**src/rtl/uart_baud_gen_frac_if.sv**
```systemverilog
// uart_baud_gen_frac_if
//   Bundles the divisor-programming, control and tick signals of the
//   fractional baud generator.
//   master : register interface / datapath side (drives control, reads ticks)
//   slave  : the baud generator itself
//   Signals:
//     enable       run (1) / freeze (0) both generators
//     div_int      integer part of the clocks-per-oversample-tick divisor
//     div_frac     fractional part, units of 1/2^FRAC_W clock
//     div_load     1-cycle strobe capturing div_int/div_frac into the shadow
//     rx_sync      1-cycle strobe restarting the Rx chain phase
//     baud_rate_tx 1-cycle tick per Tx bit period
//     baud_rate_rx 1-cycle tick, OVERSAMPLE per bit period
//     div_pending  a loaded divisor is still waiting to be adopted
interface uart_baud_gen_frac_if #(
    parameter int unsigned DIV_W  = 16,
    parameter int unsigned FRAC_W = 4
);
    logic              enable;
    logic [DIV_W-1:0]  div_int;
    logic [FRAC_W-1:0] div_frac;
    logic              div_load;
    logic              rx_sync;
    logic              baud_rate_tx;
    logic              baud_rate_rx;
    logic              div_pending;

    modport master (
        output enable, div_int, div_frac, div_load, rx_sync,
        input  baud_rate_tx, baud_rate_rx, div_pending
    );

    modport slave (
        input  enable, div_int, div_frac, div_load, rx_sync,
        output baud_rate_tx, baud_rate_rx, div_pending
    );
endinterface

```
**src/rtl/uart_baud_gen_frac.sv**
```systemverilog
// uart_baud_gen_frac
//   Runtime-programmable fractional baud generator. Two identical fractional
//   dividers (Tx chain, Rx chain) share one shadow divisor. The Rx chain
//   emits the oversample tick directly; the Tx chain divides its own
//   oversample ticks by OVERSAMPLE to give one tick per bit. The Rx chain
//   can be re-phased by rx_sync without touching the Tx chain.
//   Ports:
//     sys_clk  system clock, rising edge
//     rst_n    asynchronous active-low reset
//     bus      slave side of uart_baud_gen_frac_if (control in, ticks out)
module uart_baud_gen_frac #(
    parameter int unsigned CLK        = 64_000_000,
    parameter int unsigned BAUD_RATE  = 250_000,
    parameter int unsigned OVERSAMPLE = 16,
    parameter int unsigned DIV_W      = 16,
    parameter int unsigned FRAC_W     = 4
) (
    input  logic                sys_clk,
    input  logic                rst_n,
    uart_baud_gen_frac_if.slave bus
);

    // Counter holds up to max int plus one carry cycle.
    localparam int unsigned CNT_W = DIV_W + 1;
    localparam int unsigned BIT_W = $clog2(OVERSAMPLE);

    // Reset divisor in fixed point: int.frac clocks per oversample tick.
    localparam logic [63:0]       D0       = (64'(CLK) << FRAC_W) /
                                             (64'(BAUD_RATE) * 64'(OVERSAMPLE));
    localparam logic [DIV_W-1:0]  D0_INT   = D0[FRAC_W +: DIV_W];
    localparam logic [DIV_W-1:0]  RST_INT  = (D0_INT < DIV_W'(2)) ? DIV_W'(2) : D0_INT;
    localparam logic [FRAC_W-1:0] RST_FRAC = D0[FRAC_W-1:0];

    typedef struct packed {
        logic [DIV_W-1:0]  int_part;   // already clamped to >= 2
        logic [FRAC_W-1:0] frac_part;
    } div_t;

    typedef struct packed {
        logic [CNT_W-1:0]  cnt;        // cycles left in the current period, 1 = last
        logic [FRAC_W-1:0] acc;        // fractional accumulator
        logic              pend;       // shadow holds a value this chain has not adopted
    } chain_t;

    localparam div_t   RST_DIV   = '{int_part: RST_INT, frac_part: RST_FRAC};
    localparam chain_t RST_CHAIN = '{cnt: CNT_W'(RST_INT), acc: '0, pend: 1'b0};

    // One fractional-divider step. A chain only ever reads the divisor at a
    // period boundary or a restart, so the shadow value seen at that moment
    // is by definition the adopted one; mid-period periods are never cut.
    function automatic chain_t chain_step(
        input chain_t cur,
        input logic   run,
        input logic   restart,
        input logic   load,
        input div_t   dv
    );
        chain_t          nxt;
        logic            adopt;
        logic [FRAC_W:0] sum;
        nxt   = cur;
        adopt = 1'b0;
        sum   = {1'b0, cur.acc} + {1'b0, dv.frac_part};
        if (restart) begin
            // Restart gives a clean int-cycle period with no carry history.
            nxt.cnt = CNT_W'(dv.int_part);
            nxt.acc = '0;
            adopt   = 1'b1;
        end else if (run) begin
            if (cur.cnt == CNT_W'(1)) begin
                nxt.cnt = CNT_W'(dv.int_part) + CNT_W'(sum[FRAC_W]);
                nxt.acc = sum[FRAC_W-1:0];
                adopt   = 1'b1;
            end else begin
                nxt.cnt = cur.cnt - CNT_W'(1);
            end
        end
        nxt.pend = (cur.pend | load) & ~adopt;
        return nxt;
    endfunction

    div_t             shadow_q, shadow_d;
    chain_t           tx_q, tx_d;
    chain_t           rx_q, rx_d;
    logic [BIT_W-1:0] bit_cnt_q, bit_cnt_d;
    logic             baud_tx_q, baud_tx_d;
    logic             baud_rx_q, baud_rx_d;
    logic             pending_q, pending_d;
    logic             load_off;
    logic             tx_boundary;

    always_comb begin
        // NOTE: every variable gets a default before any branch, so no path
        // leaves one unassigned and no latch is inferred.
        shadow_d    = shadow_q;
        load_off    = bus.div_load & ~bus.enable;
        tx_boundary = bus.enable & (tx_q.cnt == CNT_W'(1));
        if (bus.div_load) begin
            shadow_d.int_part  = (bus.div_int < DIV_W'(2)) ? DIV_W'(2) : bus.div_int;
            shadow_d.frac_part = bus.div_frac;
        end

        // While disabled a load is applied to both chains at once.
        tx_d = chain_step(tx_q, bus.enable, load_off, bus.div_load, shadow_d);
        rx_d = chain_step(rx_q, bus.enable, load_off | bus.rx_sync, bus.div_load, shadow_d);

        bit_cnt_d = tx_boundary ? bit_cnt_q + BIT_W'(1) : bit_cnt_q;
        baud_tx_d = tx_boundary & (bit_cnt_q == BIT_W'(OVERSAMPLE - 1));
        // rx_sync wins over a tick due in the same cycle.
        baud_rx_d = bus.enable & (rx_q.cnt == CNT_W'(1)) & ~bus.rx_sync;
        pending_d = tx_d.pend | rx_d.pend;
    end

    // NOTE: sequential state uses non-blocking assignments so every register
    // samples pre-edge values regardless of process ordering.
    always_ff @(posedge sys_clk or negedge rst_n) begin
        if (!rst_n) begin
            shadow_q  <= RST_DIV;
            tx_q      <= RST_CHAIN;
            rx_q      <= RST_CHAIN;
            bit_cnt_q <= '0;
            baud_tx_q <= 1'b0;
            baud_rx_q <= 1'b0;
            pending_q <= 1'b0;
        end else begin
            shadow_q  <= shadow_d;
            tx_q      <= tx_d;
            rx_q      <= rx_d;
            bit_cnt_q <= bit_cnt_d;
            baud_tx_q <= baud_tx_d;
            baud_rx_q <= baud_rx_d;
            pending_q <= pending_d;
        end
    end

    assign bus.baud_rate_tx = baud_tx_q;
    assign bus.baud_rate_rx = baud_rx_q;
    assign bus.div_pending  = pending_q;

endmodule
```
**src/flat_wrapper.sv**
```systemverilog
// flat-port wrapper written by rule: the top's interface ports become plain ports
module uart_baud_gen_frac_flat 
#(
    parameter int unsigned CLK        = 64_000_000,
    parameter int unsigned BAUD_RATE  = 250_000,
    parameter int unsigned OVERSAMPLE = 16,
    parameter int unsigned DIV_W      = 16,
    parameter int unsigned FRAC_W     = 4
)
  (sys_clk, rst_n, bus_enable, bus_div_int, bus_div_frac, bus_div_load, bus_rx_sync, bus_baud_rate_tx, bus_baud_rate_rx, bus_div_pending);
  uart_baud_gen_frac_if #(.DIV_W(DIV_W), .FRAC_W(FRAC_W)) bus_i ();
  input  logic sys_clk;
  input  logic rst_n;
  input wire logic [$bits(bus_i.enable)-1:0] bus_enable;
  input wire logic [$bits(bus_i.div_int)-1:0] bus_div_int;
  input wire logic [$bits(bus_i.div_frac)-1:0] bus_div_frac;
  input wire logic [$bits(bus_i.div_load)-1:0] bus_div_load;
  input wire logic [$bits(bus_i.rx_sync)-1:0] bus_rx_sync;
  output wire logic [$bits(bus_i.baud_rate_tx)-1:0] bus_baud_rate_tx;
  output wire logic [$bits(bus_i.baud_rate_rx)-1:0] bus_baud_rate_rx;
  output wire logic [$bits(bus_i.div_pending)-1:0] bus_div_pending;
  assign bus_i.enable = bus_enable;
  assign bus_i.div_int = bus_div_int;
  assign bus_i.div_frac = bus_div_frac;
  assign bus_i.div_load = bus_div_load;
  assign bus_i.rx_sync = bus_rx_sync;
  assign bus_baud_rate_tx = bus_i.baud_rate_tx;
  assign bus_baud_rate_rx = bus_i.baud_rate_rx;
  assign bus_div_pending = bus_i.div_pending;
  uart_baud_gen_frac #(.CLK(CLK), .BAUD_RATE(BAUD_RATE), .OVERSAMPLE(OVERSAMPLE), .DIV_W(DIV_W), .FRAC_W(FRAC_W)) u_core (.sys_clk(sys_clk), .rst_n(rst_n), .bus(bus_i));
endmodule
```
**config.mk**
```make
export PLATFORM = sky130hd
export DESIGN_NAME = uart_baud_gen_frac_flat
export DESIGN_NICKNAME = d
export VERILOG_FILES = /design/src/rtl/uart_baud_gen_frac_if.sv /design/src/rtl/uart_baud_gen_frac.sv /design/src/flat_wrapper.sv
export SDC_FILE = /design/constraint.sdc
export NUM_CORES = 1
export LEC_CHECK = 0
export BUFFER_PORTS_ARGS = -buffer_cell sky130_fd_sc_hd__buf_2
export CORE_MARGIN = 5
export CORE_UTILIZATION = 35
export DETAILED_ROUTE_END_ITERATION = 12
export PLACE_DENSITY = 0.54
export SETUP_SLACK_MARGIN = 0.3
export SKIP_CTS_REPAIR_TIMING = 1
export SYNTH_ARGS = -nofsm -noshare
export SYNTH_HDL_FRONTEND = slang
export SYNTH_SLANG_ARGS = --single-unit
```
**constraint.sdc**
```tcl
create_clock -name sys_clk -period 8 [get_ports sys_clk]
set_clock_uncertainty 0.05 [all_clocks]
set_input_delay 1.2 -clock sys_clk [delete_from_list [all_inputs] [get_ports sys_clk]]
set_output_delay 1.2 -clock sys_clk [all_outputs]
set_load 0.01 [all_outputs]
```
== Word level (Yosys, flattened, before mapping) ==
Cells that the tools add are included.

* Output and inout bits: 3
* Word-level logic and storage cells: 60
* Input port bits: 25
* Bits in registers: 71

* Reduce and logical (&&, ||, !) cells: 6
* Eq/ne operators: 3
* Mux-type cells: 16
* Bitwise gates (word level): 15
* $add $sub $neg: 7
* $lt $le $gt $ge: 1

{| class="wikitable"
|+ Operators by type and width
! operator !! number
|-
| 21-bit two-way mux || 4
|-
| 16-bit by 1-bit adder with 17-bit output || 2
|-
| 17-bit by 1-bit == test with 1-bit output, second input constant || 2
|-
| 17-bit two-way mux || 2
|-
| 17-bit by 1-bit subtractor with 17-bit output, second input constant || 2
|-
| 20-bit two-way mux || 1
|-
| 16-bit by 2-bit < comparator with 1-bit output, second input constant || 1
|-
| 16-bit two-way mux || 1
|-
| 4-bit by 4-bit adder with 5-bit output || 2
|-
| 4-bit two-way mux || 2
|-
| 2-bit nonzero test || 4
|-
| 1-bit bitwise AND || 7
|-
| 1-bit two-way mux || 6
|-
| 4-bit by 1-bit adder with 4-bit output, second input constant || 1
|-
| 4-bit == test, second input constant || 1
|-
| 1-bit NOT || 4
|-
| 1-bit OR || 4
|-
| 2-bit AND reduction || 2
|}

== Depth between registers and ports, before layout ==
* Depth after elaboration: 8
* Gate-level depth with buffers: 19
* Depth with buffers taken out: 15

== Worst setup path before layout ==
No wires, ideal clock.

* Kind: input to register
* Start: input port bus_div_load
* End: register u_core.tx_q[19] (netlist name)
* Path slack: 3043 ps
* Data arrival time: 4783 ps
* Stages on the path: 18
* Library setup time: 124 ps
* Data required time: 7826 ps
* Path through: clkbuf_1 buf_2 buf_1 buf_1 mux2_2 ha_1 inv_1 fa_1 nor2b_1 o21ai_0 nand2b_1 and2_1 ha_1 inv_1 a211oi_1 nand2_1 xnor2_1 a211o_1

{| class="wikitable"
|+ RTL lines
! item !! line !! RTL
|-
| from (decl) || flat_wrapper.sv:17 || <nowiki>input wire logic [$bits(bus_i.div_load)-1:0] bus_div_load;</nowiki>
|-
| to (signal assigned) || uart_baud_gen_frac.sv:127 || <nowiki>tx_q <= tx_d;</nowiki>
|-
| to (decl) || uart_baud_gen_frac.sv:83 || <nowiki>chain_t tx_q, tx_d;</nowiki>
|}

==> metrics <==
Max Clk Rate=213 MHz; Post-Syn Area=4870 µm²; count of input and output buffers=27; Detailed Place HPWL=10800 µm; Final #Nets=632; floorplan row count=43; Worst-path clk slew=0.06 ns; # fillers=1400; Avg WL per Cell=19.1 µm; CP arrival=4.84 ns; clock sink total=71; clock latency on the worst-skew pair=0.34 ns; layout cells sized above 1=10.8%; synthesized net count=612; Final Routed Wirelength=14800 µm; Detail Route Antenna Nets=0; startpoint types=input port; cell depth of the worst setup path=16; unrepaired setup endpoints after global routing=false; total global-route track usage=18.7%; max_cap viols=0; leakage dissipation=2.27 nW; GPL Wtd Cong=0.871; Initial Util=35.4%; #FFs+latches synth=71; worst vdd rail ir drop=0.000144 V; Worst Path Required=8.14 ns; asr flop ratio synth=100%; fin util=40.0%; Num CTS Buffers=9; status=finished clean; Critical Path, Cell by Cell=buf_2, buf_4, mux2_2, ha_1, inv_1, fa_1, nor2b_1, o21ai_0, nand2b_1, ha_1, ha_1, inv_1, a211oi_1, nand2_1, xor2_1, a2111oi_0; die width=128 µm; DR vias=4421; Gate Count Post-Synth=568; CTS H-Tree Depth=3; CP top delay family=compound AO/OA/AOI/OAI gates; CP max stage delay=0.50 ns; Buf/Inv on CP=4; core footprint=13800 µm²; initial antenna violation count=0; CP max FO=60; hold depth=1; Worst Reg-to-Reg Cells=14; worst slew pin tran=0.956 ns; Hold Vio Cnt, Final=0; crit path kind=in -> reg; Clock Path Buffers=2; number of global-route vias before repair=4339; Initial DRC Count=460; I/O pin total=28; Die ar.=16400 µm²; Root Driver=clkbuf_16; Slowest-stage cell, CP=a211oi_1; first-pass GRT wire length=24100 µm; CP most frequent cell=ha_1; syn avg cell area=8.58 µm²; max_slew headroom=36.2%; PwrDens=200 nW/µm²; Final setup viols=0; Crit. End Element=flop; sequential-to-total area share from yosys stat=36.5%; setup_tns=0 ns; CTS tree=built; DRC viols=0; Antenna diodes=0; top_reg_cell synth=dfrtp_1; Area growth syn-to-layout=13.0%; die height=128 µm; largest net degree at the start of global routing=72; Unique masters post-synth=62; Post-synth EDFFs=0; Final min period=4.70 ns; Final Cycle Share=58.7%; count of final max-slew check failures=0; Synth warnings=0; 1st-pass router iterations=5; GRT overflow=0; Hold WC Path Type=reg -> reg; DR vias/cell=5.72
[metrics by stage]
stage	instance area [µm²]	std cells	setup slack (ns)	hold slack [ns]	power [W]
4_1_cts	5500	773	3.28	0.426	0.00111
3_5_place_dp	5160	757	2.93	0.418	0.000627
2_1_floorplan	4870	568	3.04	0.388	0.000559
6_report	5500	773	3.30	0.426	0.00110
3_3_place_gp	5160	757	3.17	0.406	0.000625
5_1_grt	5500	773	2.99	0.429	0.00115
[power by group]
part | total, W | switching, W | internal (W)
clock | 0.000477 | 0.000163 | 0.000313
sequential | 0.000433 | 0.0000364 | 0.000396
combinational | 0.000192 | 0.000119 | 0.0000729
total | 0.00110 | 0.000319 | 0.000783
[layout by cell type, fill, tap and decap left out, types with 10 or more instances in the layout]
cell type / n
a21oi_1: 33
xor2_1: 17
o22ai_1: 10
nand2_1: 61
inv_1: 31
buf_2: 26
nor3_1: 14
mux2i_1: 11
ha_1: 17
nor2_1: 45
nand3b_1: 11
o21ai_0: 36
dfrtp_1: 68
nand3_1: 27
xnor2_1: 19
[worst reg2reg max path, stage by stage (launching register included)]
cell and delay (ns):
dfrtp_1 0.32, mux2_2 0.18, ha_1 0.17, inv_1 0.06, fa_1 0.41, nor2b_1 0.14, o21ai_0 0.10, nand2b_1 0.12
ha_1 0.20, ha_1 0.20, inv_1 0.07, a211oi_1 0.50, nand2_1 0.15, xor2_1 0.17, a2111oi_0 0.47
[logic make-up after synthesis]
| family | after synthesis | share of synthesized area (%) |
|---|---|---|
| AND/OR/NAND/NOR | 215 | 22.2 |
| AO/OA/AOI/OAI | 157 | 21.2 |
| flip-flops | 71 | 36.5 |
| buffers and inverters | 52 | 4.55 |
| XOR/XNOR | 36 | 6.47 |
| adder cells (fa/ha/maj) | 19 | 5.19 |
| multiplexers | 18 | 3.88 |
[cells in the mapped netlist (3+ instances only)]
cell | instances | share of area [%]
o211ai_1 | 8 | 1.2
o311ai_0 | 3 | 0.54
a222oi_1 | 3 | 0.62
and3_1 | 3 | 0.39
a31oi_1 | 5 | 0.64
mux2i_1 | 11 | 2.3
inv_1 | 31 | 2.4
buf_6 | 3 | 0.69
o221ai_1 | 3 | 0.54
xnor2_1 | 19 | 3.4
clkbuf_1 | 13 | 1.0
a221oi_1 | 3 | 0.54
xor2_1 | 17 | 3.1
a21o_1 | 5 | 0.77
a21oi_1 | 34 | 3.5
nand2_1 | 61 | 4.7
or4_1 | 5 | 0.77
o21ai_0 | 36 | 3.7
a211oi_1 | 7 | 1.1
buf_2 | 3 | 0.31
nand3b_1 | 11 | 1.7
ha_1 | 17 | 4.4
nand4_1 | 6 | 0.77
mux2_2 | 7 | 1.6
nor3_1 | 14 | 1.4
nor4_1 | 8 | 1.0
a22o_1 | 3 | 0.54
o21ai_1 | 6 | 0.62
o32ai_1 | 3 | 0.54
a21boi_0 | 7 | 1.1
o211a_1 | 3 | 0.62
o22ai_1 | 10 | 1.3
nor2_1 | 45 | 3.5
and2_1 | 4 | 0.51
or3_1 | 7 | 0.90
nand2b_1 | 8 | 1.0
dfstp_2 | 3 | 1.6
dfrtp_1 | 68 | 35
nand3_1 | 27 | 2.8
o31ai_1 | 4 | 0.62
nor2b_1 | 3 | 0.39
[layout make-up]
cell class              count  area [µm²]  share of cell area [%]
repair buffers             30         160                    2.91
well taps                 180         225                    4.09
flip-flops and latches     71        1780                    32.3
inverters                  31         116                    2.11
multi-input cells         445        2870                    52.2
clock inverters             5         105                    1.91
clock buffers              11         243                    4.41
[registers in the layout, indices dropped and copies added (netlist names)]
name,count
u_core.shadow_q,20
u_core.bus.div_pending,1
u_core.tx_q,22
u_core.bus.baud_rate_tx,1
u_core.bit_cnt_q,4
u_core.rx_q,22
u_core.bus.baud_rate_rx,1
[worst paths after layout]
| path | slack [ns] | end | from |
|---|---|---|---|
| max | 3.30 | u_core.rx_q[19] | bus_div_load |
| min in group asynchronous | 0.94 | u_core.bit_cnt_q[0] | rst_n |
| max in group asynchronous | 6.32 | u_core.tx_q[21] | rst_n |
| max reg2reg | 4.56 | u_core.rx_q[19] | u_core.shadow_q[0] |
| min | 0.43 | u_core.bit_cnt_q[3] | u_core.bit_cnt_q[3] |
| min reg2reg | 0.43 | u_core.bit_cnt_q[3] | u_core.bit_cnt_q[3] |
[layer usage]
metal | routed length, µm | GRT usage [%] | part of all wire [%] | vias up
met4 | 248 | 4.87 | 1.7 | 0
met1 | 6930 | 26.0 | 47 | 2116
met2 | 6680 | 29.2 | 45 | 163
met3 | 908 | 4.54 | 6.1 | 25
met5 | 0 | 0 | 0 | -
li1 | - | - | - | 2117
No activity file was read; power rests on OpenSTA's default activity.
